File: src/rtl/control_fsm_mc_pkg.sv
// Shared types and encodings for the multicycle main control unit.
//   state_t        : controller state encoding
//   OP_*           : recognised opcodes (instruction[31:26])
//   ALU_*          : ALUOp encodings
//   PCSRC_*/SRCA_*/SRCB_* : datapath mux select encodings
//   is_mem_state() : states whose length is stretched by the memory wait counter
package control_fsm_mc_pkg;

    typedef enum logic [3:0] {
        S_FETCH    = 4'd0,
        S_DECODE   = 4'd1,
        S_EXEC_R   = 4'd2,
        S_WB_R     = 4'd3,
        S_EXEC_I   = 4'd4,
        S_WB_I     = 4'd5,
        S_MEM_ADDR = 4'd6,
        S_MEM_RD   = 4'd7,
        S_MEM_WB   = 4'd8,
        S_MEM_WR   = 4'd9,
        S_BRANCH   = 4'd10,
        S_JUMP     = 4'd11,
        S_TRAP     = 4'd12
    } state_t;

    localparam logic [5:0] OP_RTYPE = 6'h00;
    localparam logic [5:0] OP_ADDI  = 6'h08;
    localparam logic [5:0] OP_LW    = 6'h23;
    localparam logic [5:0] OP_SW    = 6'h2B;
    localparam logic [5:0] OP_BEQ   = 6'h04;
    localparam logic [5:0] OP_J     = 6'h02;

    localparam logic [2:0] ALU_NOP   = 3'd0;
    localparam logic [2:0] ALU_ADD   = 3'd1;
    localparam logic [2:0] ALU_SUB   = 3'd2;
    localparam logic [2:0] ALU_FUNCT = 3'd7;

    localparam logic [1:0] PCSRC_ALU    = 2'd0;
    localparam logic [1:0] PCSRC_ALUOUT = 2'd1;
    localparam logic [1:0] PCSRC_JUMP   = 2'd2;

    localparam logic       SRCA_PC   = 1'b0;
    localparam logic       SRCA_REGA = 1'b1;

    localparam logic [1:0] SRCB_REGB   = 2'd0;
    localparam logic [1:0] SRCB_FOUR   = 2'd1;
    localparam logic [1:0] SRCB_IMM    = 2'd2;
    localparam logic [1:0] SRCB_IMM_SH = 2'd3;

    // True for states that access memory and therefore last MEM_WAIT+1 cycles.
    function automatic logic is_mem_state(input state_t s);
        logic r;
        case (s)
            S_FETCH, S_MEM_RD, S_MEM_WR: r = 1'b1;
            default:                     r = 1'b0;
        endcase
        return r;
    endfunction

endpackage

File: src/rtl/control_fsm_mc_mem_wait_counter.sv
// Memory wait-state counter.
//   clk, reset : clock, synchronous active-high reset
//   clear      : force count to zero (used whenever the controller is not
//                dwelling in a memory state)
//   enable     : advance count by one
//   done       : count has reached MEM_WAIT (last cycle of the access)
module control_fsm_mc_mem_wait_counter #(
    parameter int CNT_W    = 2,
    parameter int MEM_WAIT = 2
) (
    input  logic clk,
    input  logic reset,
    input  logic clear,
    input  logic enable,
    output logic done
);

    logic [CNT_W-1:0] cnt_r;

    // Wait counter: clear has priority over enable.
    always_ff @(posedge clk) begin
        if (reset || clear) begin
            cnt_r <= {CNT_W{1'b0}};
        end else if (enable) begin
            cnt_r <= cnt_r + CNT_W'(1);
        end else begin
            cnt_r <= cnt_r;
        end
    end

    assign done = (cnt_r == CNT_W'(MEM_WAIT));

endmodule

File: src/rtl/control_fsm_mc.sv
// Multicycle main control unit (Moore FSM).
// Sequences fetch / decode / execute / memory / write-back and drives every
// datapath enable and mux select from the current state. Memory states are
// stretched by MEM_WAIT extra cycles; an unknown opcode parks the FSM in TRAP
// with the sticky excp flag set until reset.
//   clk, reset   : clock, synchronous active-high reset
//   opcode, zero : instruction[31:26] from IR, ALU zero flag
//   pcWrite, pcWriteCond, pcSource : PC load controls
//   ALUOp, aluSrcA, aluSrcB, aluOutWrite : ALU controls
//   memRd, wrMem, Load_ir : memory strobes and IR load
//   regAWrite, regBWrite, regWrite, regDst, memtoReg : register controls
//   excp         : sticky illegal-opcode flag
module control_fsm_mc
    import control_fsm_mc_pkg::*;
#(
    parameter int MEM_WAIT = 2,
    parameter int ALUOP_W  = 3,
    parameter int CNT_W    = 2
) (
    input  logic               clk,
    input  logic               reset,
    input  logic [5:0]         opcode,
    input  logic               zero,
    output logic               pcWrite,
    output logic               pcWriteCond,
    output logic [1:0]         pcSource,
    output logic [ALUOP_W-1:0] ALUOp,
    output logic               aluSrcA,
    output logic [1:0]         aluSrcB,
    output logic               aluOutWrite,
    output logic               memRd,
    output logic               wrMem,
    output logic               Load_ir,
    output logic               regAWrite,
    output logic               regBWrite,
    output logic               regWrite,
    output logic               regDst,
    output logic               memtoReg,
    output logic               excp
);

    localparam int CNT_MAX = (32'sd1 <<< CNT_W) - 32'sd1;

    if ((MEM_WAIT < 0) || (MEM_WAIT > CNT_MAX)) begin : g_param_check
        $error("control_fsm_mc: MEM_WAIT does not fit in CNT_W bits");
    end

    state_t state_r;
    state_t next_state_s;
    logic   excp_r;
    logic   wait_done_s;
    logic   cnt_en_s;
    logic   cnt_clr_s;
    logic   unused_s;

    // The branch decision (pcWrite | pcWriteCond & zero) is formed in the
    // datapath; the controller only sees zero and does not act on it.
    assign unused_s = zero;

    // Count only while dwelling in a memory state; cleared everywhere else so
    // every memory state starts at zero.
    assign cnt_en_s  = is_mem_state(state_r) && !wait_done_s;
    assign cnt_clr_s = !cnt_en_s;

    control_fsm_mc_mem_wait_counter #(
        .CNT_W    (CNT_W),
        .MEM_WAIT (MEM_WAIT)
    ) u_wait_cnt (
        .clk    (clk),
        .reset  (reset),
        .clear  (cnt_clr_s),
        .enable (cnt_en_s),
        .done   (wait_done_s)
    );

    // State and sticky exception register.
    always_ff @(posedge clk) begin
        if (reset) begin
            state_r <= S_FETCH;
            excp_r  <= 1'b0;
        end else begin
            state_r <= next_state_s;
            excp_r  <= excp_r | (next_state_s == S_TRAP);
        end
    end

    assign excp = excp_r;

    // Next-state and Moore output decode; all strobes forced low in reset.
    always_comb begin
        next_state_s = state_r;
        pcWrite      = 1'b0;
        pcWriteCond  = 1'b0;
        pcSource     = PCSRC_ALU;
        ALUOp        = ALUOP_W'(ALU_NOP);
        aluSrcA      = SRCA_PC;
        aluSrcB      = SRCB_REGB;
        aluOutWrite  = 1'b0;
        memRd        = 1'b0;
        wrMem        = 1'b0;
        Load_ir      = 1'b0;
        regAWrite    = 1'b0;
        regBWrite    = 1'b0;
        regWrite     = 1'b0;
        regDst       = 1'b0;
        memtoReg     = 1'b0;
        if (reset) begin
            next_state_s = S_FETCH;
        end else begin
            case (state_r)
                S_FETCH: begin
                    memRd = 1'b1;
                    // IR load and PC+4 happen only on the last wait cycle.
                    if (wait_done_s) begin
                        Load_ir      = 1'b1;
                        pcWrite      = 1'b1;
                        aluSrcA      = SRCA_PC;
                        aluSrcB      = SRCB_FOUR;
                        ALUOp        = ALUOP_W'(ALU_ADD);
                        pcSource     = PCSRC_ALU;
                        next_state_s = S_DECODE;
                    end else begin
                        next_state_s = S_FETCH;
                    end
                end
                S_DECODE: begin
                    regAWrite   = 1'b1;
                    regBWrite   = 1'b1;
                    aluSrcA     = SRCA_PC;
                    aluSrcB     = SRCB_IMM_SH;
                    ALUOp       = ALUOP_W'(ALU_ADD);
                    aluOutWrite = 1'b1;
                    case (opcode)
                        OP_RTYPE:    next_state_s = S_EXEC_R;
                        OP_ADDI:     next_state_s = S_EXEC_I;
                        OP_LW, OP_SW: next_state_s = S_MEM_ADDR;
                        OP_BEQ:      next_state_s = S_BRANCH;
                        OP_J:        next_state_s = S_JUMP;
                        default:     next_state_s = S_TRAP;
                    endcase
                end
                S_EXEC_R: begin
                    aluSrcA      = SRCA_REGA;
                    aluSrcB      = SRCB_REGB;
                    ALUOp        = ALUOP_W'(ALU_FUNCT);
                    aluOutWrite  = 1'b1;
                    next_state_s = S_WB_R;
                end
                S_WB_R: begin
                    regWrite     = 1'b1;
                    regDst       = 1'b1;
                    next_state_s = S_FETCH;
                end
                S_EXEC_I: begin
                    aluSrcA      = SRCA_REGA;
                    aluSrcB      = SRCB_IMM;
                    ALUOp        = ALUOP_W'(ALU_ADD);
                    aluOutWrite  = 1'b1;
                    next_state_s = S_WB_I;
                end
                S_WB_I: begin
                    regWrite     = 1'b1;
                    next_state_s = S_FETCH;
                end
                S_MEM_ADDR: begin
                    aluSrcA     = SRCA_REGA;
                    aluSrcB     = SRCB_IMM;
                    ALUOp       = ALUOP_W'(ALU_ADD);
                    aluOutWrite = 1'b1;
                    case (opcode)
                        OP_LW:   next_state_s = S_MEM_RD;
                        OP_SW:   next_state_s = S_MEM_WR;
                        default: next_state_s = S_TRAP;
                    endcase
                end
                S_MEM_RD: begin
                    memRd = 1'b1;
                    if (wait_done_s) begin
                        next_state_s = S_MEM_WB;
                    end else begin
                        next_state_s = S_MEM_RD;
                    end
                end
                S_MEM_WB: begin
                    regWrite     = 1'b1;
                    memtoReg     = 1'b1;
                    next_state_s = S_FETCH;
                end
                S_MEM_WR: begin
                    wrMem = 1'b1;
                    if (wait_done_s) begin
                        next_state_s = S_FETCH;
                    end else begin
                        next_state_s = S_MEM_WR;
                    end
                end
                S_BRANCH: begin
                    aluSrcA      = SRCA_REGA;
                    aluSrcB      = SRCB_REGB;
                    ALUOp        = ALUOP_W'(ALU_SUB);
                    pcWriteCond  = 1'b1;
                    pcSource     = PCSRC_ALUOUT;
                    next_state_s = S_FETCH;
                end
                S_JUMP: begin
                    pcWrite      = 1'b1;
                    pcSource     = PCSRC_JUMP;
                    next_state_s = S_FETCH;
                end
                S_TRAP: begin
                    next_state_s = S_TRAP;
                end
                default: begin
                    next_state_s = S_FETCH;
                end
            endcase
        end
    end

endmodule

File: config.mk
export PLATFORM = sky130hd
export DESIGN_NAME = control_fsm_mc
export DESIGN_NICKNAME = d
export VERILOG_FILES = /design/src/rtl/control_fsm_mc_pkg.sv /design/src/rtl/control_fsm_mc_mem_wait_counter.sv /design/src/rtl/control_fsm_mc.sv
export SDC_FILE = /design/constraint.sdc
export NUM_CORES = 1
export LEC_CHECK = 0
export BUFFER_PORTS_ARGS = -buffer_cell sky130_fd_sc_hd__clkbuf_2
export CAP_MARGIN = 20
export CORE_UTILIZATION = 43
export DETAILED_ROUTE_END_ITERATION = 16
export GPL_TIMING_DRIVEN = 0
export PLACE_DENSITY = 0.7
export REMOVE_ABC_BUFFERS = 1
export SLEW_MARGIN = 5
export SYNTH_ARGS = -nofsm -noshare
export SYNTH_HDL_FRONTEND = slang
export SYNTH_HIERARCHICAL = 1
export SYNTH_SLANG_ARGS = --single-unit
File: constraint.sdc
create_clock -name clk -period 2.55 [get_ports clk]
set_input_delay 0.51 -clock clk [delete_from_list [all_inputs] [get_ports clk]]
set_output_delay 0.51 -clock clk [all_outputs]
set_load 0.005 [all_outputs]
==> results of run 1 <==
==> layout by cell type (no fill, tap or decap), types with 2 or more instances in the layout <==
cell type  Yosys  routed
a21oi_1        5       5
and3_1         2       2
clkbuf_2       0      27
clkbuf_4       0       3
dfxtp_1        7       4
dfxtp_2        0       3
inv_1          6       6
nand2_1        5       5
nand2b_1       5       5
nand3_1        3       3
nand3b_1       3       3
nor2_1        14      14
nor3_1         8       8
o21a_1         2       2
o21ai_0        5       5
o21ai_1        2       2
or3_1          3       3
or3_4          2       2
==> report_power, final <==
group | switching, µW | internal (µW) | total, µW
clock | 41.1 | 59.7 | 101
sequential | 62.5 | 135 | 197
combinational | 183 | 170 | 353
total | 286 | 365 | 651
==> through the flow <==
step	power (µW)	hold WS, ns	utilization
6_report	651	0.461	0.533
5_1_grt	714	0.489	0.533
4_1_cts	657	0.467	0.531
3_5_place_dp	554	0.452	0.517
3_3_place_gp	538	0.459	0.517
2_1_floorplan	446	0.459	-
==> kinds of logic (layout without fill, tap and decap cells) <==
| group | after synthesis | after routing | synth area share |
|---|---|---|---|
| buffers and inverters | 16 | 37 | 0.138 |
| flip-flops | 7 | 7 | 0.163 |
| adder cells (fa/ha/maj) | 1 | 1 | 0.0145 |
| AO/OA/AOI/OAI | 27 | 27 | 0.244 |
| XOR/XNOR | 2 | 2 | 0.0204 |
| AND/OR/NAND/NOR | 58 | 58 | 0.420 |
==> per-layer routing <==
metal	GRT usage	vias to the layer above
met3	0.0462	0
met1	0.259	406
li1	-	444
met5	0	-
met4	0.0343	0
met2	0.389	23
==> area by class of cell <==
class,instances,area [µm²]
Timing Repair Buffer,27,135
Sequential cell,7,144
Tap cell,25,31.3
Clock buffer,4,26.3
Inverter,6,22.5
Fill cell,201,841
Multi-Input combinational cell,88,602
==> worst min-delay path by stage <==
| stage | from | to |
|---|---|---|
| 6_report | excp | excp |
| 5_1_grt | excp | excp |
| 4_1_cts | excp | excp |
| 3_5_place_dp | excp | excp |
| 3_3_place_gp | excp | excp |
| 2_1_floorplan | excp | excp |
==> worst max-delay path, stage by stage, from the launching register on <==
cell,delay (ns)
dfxtp_1,0.62
inv_1,0.19
or3_1,0.46
o21ai_0,0.19
clkbuf_2,0.14
==> registers in the layout, summed over array words and instances (netlist names) <==
| name | flops |
|---|---|
| state_r | 4 |
| u_wait_cnt/cnt_r | 2 |
| excp | 1 |
==> metrics.md, run 1 <==
| Metric | Value |
|---|---|
| YS warnings | 6 |
| DIE AREA | 2180 µm² |
| Final antenna-violating net count | 0 |
| Worst setup path category | reg -> out |
| Routed WL per cell | 12.9 µm |
| Area leader, netlist | dfxtp_1 |
| Clk sink count | 7 |
| Worst Setup SP | state_r[3] |
| Vias in the first global route | 759 |
| Fmax | 422 MHz |
| # rows | 15 |
| EDFF count, synth | 0 |
| Post-cts repair resize count | 0 |
| Pre-CTS WS | 0.346 ns |
| Status | finished, final reports clean |
| Core area | 1800 µm² |
| Cells after Synth | 111 |
| DP HPWL | 1.49 mm |
| Top post-synthesis cells by area | dfxtp_1, nor2_1, nor3_1, buf_6, nand2b_1 |
| Largest net degree at the start of global routing | 22 |
| Metal2 WL | 1.00 mm |
| Fin crit share | 0.929 |
| Io pins | 29 |
| Port bufs | 27 |
| Setup crit start kind | flop |
| Actual slew at the worst max-slew pin | 0.496 ns |
| First-pass GRT wire length | 3.33 mm |
| R2r setup slk | 0.68 ns |
| Pwr/cell area | 678 nW/µm² |
| Finished Layout Cells | 157 |
| GR Overflow Total | 0 |
| H-tree levels | 1 |
| Vias per inst | 5.56 |
| Hold bufs inserted after CTS | 0 |
| Async set-reset flop share out of synthesis | 0 |
| R2R cell count | 7 |
| CP Capture Type | output port |
| DR pass1 iterations | 4 |
| VDD IR max | 0.000487 V |
| Avg Inst Size Synth | 7.76 µm² |
| Setup TNS | 0 ns |
| Metal3 WL | 76 µm |
| Final Worst Setup Slack | 0.181 ns |
| Final max-slew violation count | 0 |
| R2R Path Start | state_r[1] |
| # placed instances | 153 |
| Max-Cap Viols | 0 |
| Clock Path Buffers | 2 |
| Top layer in use | met3 |
| Max-slew headroom | 0.669 |
| Final Hold Viols | 0 |
| Clk_skew | 0.00194 ns |
| Cell Area, Synth | 861 µm² |
| Synth cell count leaders | nor2_1, nor3_1, dfxtp_1, inv_1 |
| Seq/Total Area, Yosys | 0.163 |
| Cell variety after synth | 48 |
| Top_reg_cell synth | dfxtp_1 |
| Top cell type's share of synthesized area | 0.163 |
| Critical Path RT | 2.04 ns |
| Clock Latency Late Sink | 0.25 ns |
| Initial Util | 0.478 |
| Worst Hold Class | reg -> reg |
| M1 wire length | 948 µm |
| Arr. time, crit path | 1.86 ns |
| DRC viols | 0 |
| CTS root buf | clkbuf_4 |
| RSZ-0062 raised after global routing | no |
| Vias | 873 |
| Initial antenna violation count | 0 |
| Min cycle time layout | 2.37 ns |
| Drt total wl | 2.03 mm |
| Clk slew on worst S/H paths | 0.05 ns |
| Hold Crit Depth | 2 |
| Die Width | 46.7 µm |
| Initial DRC Count | 14 |
| Die Ht | 46.7 µm |
| GPL Wtd Cong | 0.832 |
| Final instance area | 961 µm² |
| Total Routing Usage GR | 0.213 |
| Num CTS Buffers | 3 |
| Antenna diode count | 0 |
| # Post-CTS Setup Buffers | 0 |
| Setup-failing EPs final | 0 |
| Worst-path maximum fanout | 13 |
| Proportion of layout cells with a drive suffix above 1 | 0.341 |
| Most frequent cell after synthesis | nor2_1 |
| Lkg Pwr | 0.000438 µW |
| Placed instance area | 931 µm² |
| #FFs+latches synth | 7 |
| CTS tree | done |
| Layout Nets | 143 |
| Critical R2R Capture | u_wait_cnt/cnt_r[1] |
| Setup crit end | pcWrite |
| Layout area overhead | 11.6% |
Power figures use the tool's default switching activity.
==> inputs of run 2 (changes only) <==
BUFFER_PORTS_ARGS = default   (was -buffer_cell sky130_fd_sc_hd__clkbuf_2)
DONT_BUFFER_PORTS = 1   (was default)
PLACE_DENSITY = default   (was 0.7)
==> metrics.md, run 2 (synthesis gave the netlist of run 1 again) <==
| Metric | Value |
|---|---|
| Initial Util | 0.478 |
| DR pass1 iterations | 4 |
| Fin crit share | 0.919 |
| Final Hold Viols | 0 |
| Worst setup path category | reg -> out |
| Antenna diode count | 0 |
| Max-slew headroom | 0.550 |
| Post-cts repair resize count | 0 |
| Setup crit start kind | flop |
| Clk slew on worst S/H paths | 0.05 ns |
| Finished Layout Cells | 130 |
| Sw frac | 0.439 |
| VDD IR max | 0.000466 V |
| Most used routing layer | met2 |
| Crit path max-delay family | flip-flops |
| Clock Latency Late Sink | 0.24 ns |
| Initial antenna violation count | 0 |
| Hold bufs inserted after CTS | 0 |
| CP Capture Type | output port |
| R2R Path Start | state_r[0] |
| Num CTS Buffers | 3 |
| # rows | 15 |
| Clk sink count | 7 |
| Routed WL per cell | 14.2 µm |
| GR Overflow Total | 0 |
| GPL Wtd Cong | 0.779 |
| Setup-failing EPs final | 0 |
| Actual slew at the worst max-slew pin | 0.674 ns |
| Initial DRC Count | 21 |
| Die Ht | 46.7 µm |
| Slowest cell on the critical path | dfxtp_1 |
| Largest net degree at the start of global routing | 22 |
| Pwr/cell area | 730 nW/µm² |
| Lkg Pwr | 0.000316 µW |
| Worst-path maximum fanout | 19 |
| Final Util | 0.458 |
| Hold Crit Depth | 1 |
| Total Routing Usage GR | 0.187 |
| Vias per inst | 6.07 |
| Combinational Power Share | 0.509 |
| Proportion of layout cells with a drive suffix above 1 | 0.162 |
| Internal Power | 338 µW |
| Biggest register | state_r |
| Fmax | 427 MHz |
| Final max-slew violation count | 0 |
| Vias in the first global route | 690 |
| Critical path cell sequence | nor2_1, nand4b_1, inv_1, or3_1 |
| Most frequent cells in the layout | nor2_1, nor3_1, inv_1 |
| Drt total wl | 1.85 mm |
| R2R cell count | 7 |
| Critical R2R Capture | u_wait_cnt/cnt_r[1] |
| Worst Hold End | u_wait_cnt/cnt_r[0] |
| DIE AREA | 2180 µm² |
| Port bufs | 0 |
| CP bufs+invs | 1 |
| Worst Hold Class | in -> reg |
| Clock Path Buffers | 2 |
| Share of power burned in registers | 0.329 |
| CTS root buf | clkbuf_4 |
| Layout Nets | 116 |
| Clk_skew | 0.00223 ns |
| # fillers | 194 |
| Crit path largest cell delay | 0.75 ns |
| Net Switching | 264 µW |
| Final Power | 602 µW |
| Leading cell type in the layout, fill and taps excluded | nor2_1 |
| Die Width | 46.7 µm |
| Max reg flops | 4 |
| R2r setup slk | 0.50 ns |
| Met2 Track Usage GR | 0.314 |
| Final antenna-violating net count | 0 |
| Core area | 1800 µm² |
| Arr. time, crit path | 1.83 ns |
| Critical Path RT | 2.04 ns |
| Worst hold slack | 0.331 ns |
| CTS tree | done |
| RSZ-0062 raised after global routing | no |
| First-pass GRT wire length | 3.02 mm |
| DP HPWL | 1.32 mm |
| Min cycle time layout | 2.34 ns |
| Met1 Use GR | 0.257 |
| H-tree levels | 1 |
| Layout area overhead | -4.22% |
| DRC viols | 0 |
| Hold_sp | reset |
| # placed instances | 126 |
| Clock share of power | 0.161 |
| Setup TNS | 0 ns |
| Status | finished, final reports clean |
| Max-Cap Viols | 0 |
| Io pins | 29 |
| Vias | 789 |
| # Post-CTS Setup Buffers | 0 |
| Met3 GRT Util | 0.0500 |
==> run 2: changes by cell type in the layout (fill, tap and decap cells not counted) <==
cell,previous run,this run
clkbuf_2,27,0
dfxtp_2,3,2
dfxtp_1,4,5
==> run 2: through the flow <==
step | area, µm² | setup slack (ns)
after floorplan | 764 | 0.642
after global placement | 796 | 0.416
after detailed placement | 796 | 0.387
after CTS | 822 | 0.119
after global routing | 825 | 0.0651
final | 825 | 0.206
==> run 2: how the worst max path moves through the flow <==
stage,startpoint,to,cells after the start
after detailed placement,state_r[1],ALUOp[0],4
after CTS,state_r[1],ALUOp[0],4
after floorplan,state_r[1],ALUOp[0],4
final,state_r[0],ALUOp[0],4
after global routing,state_r[0],ALUOp[0],4
after global placement,state_r[1],ALUOp[0],4
==> run 2: layout make-up <==
type | instances | area [µm²] | share of cell area
Clock buffer | 4 | 26.3 | 0.0319
Inverter | 6 | 22.5 | 0.0273
Sequential cell | 7 | 143 | 0.173
Multi-Input combinational cell | 88 | 602 | 0.730
Tap cell | 25 | 31.3 | 0.0379
==> run 2: power groups by stage <==
stage / clock, µW / combinational, µW / sequential (µW)
4_1_cts: 101 / 308 / 197
5_1_grt: 105 / 346 / 207
3_5_place_dp: 0 / 308 / 199
6_report: 97.1 / 306 / 198
3_3_place_gp: 0 / 299 / 198
2_1_floorplan: 0 / 266 / 180
==> run 2: per-layer routing <==
layer	vias up	part of all wire
li1	391	-
met1	377	0.51
met2	21	0.45
met3	0	0.041
met4	0	0
met5	-	0
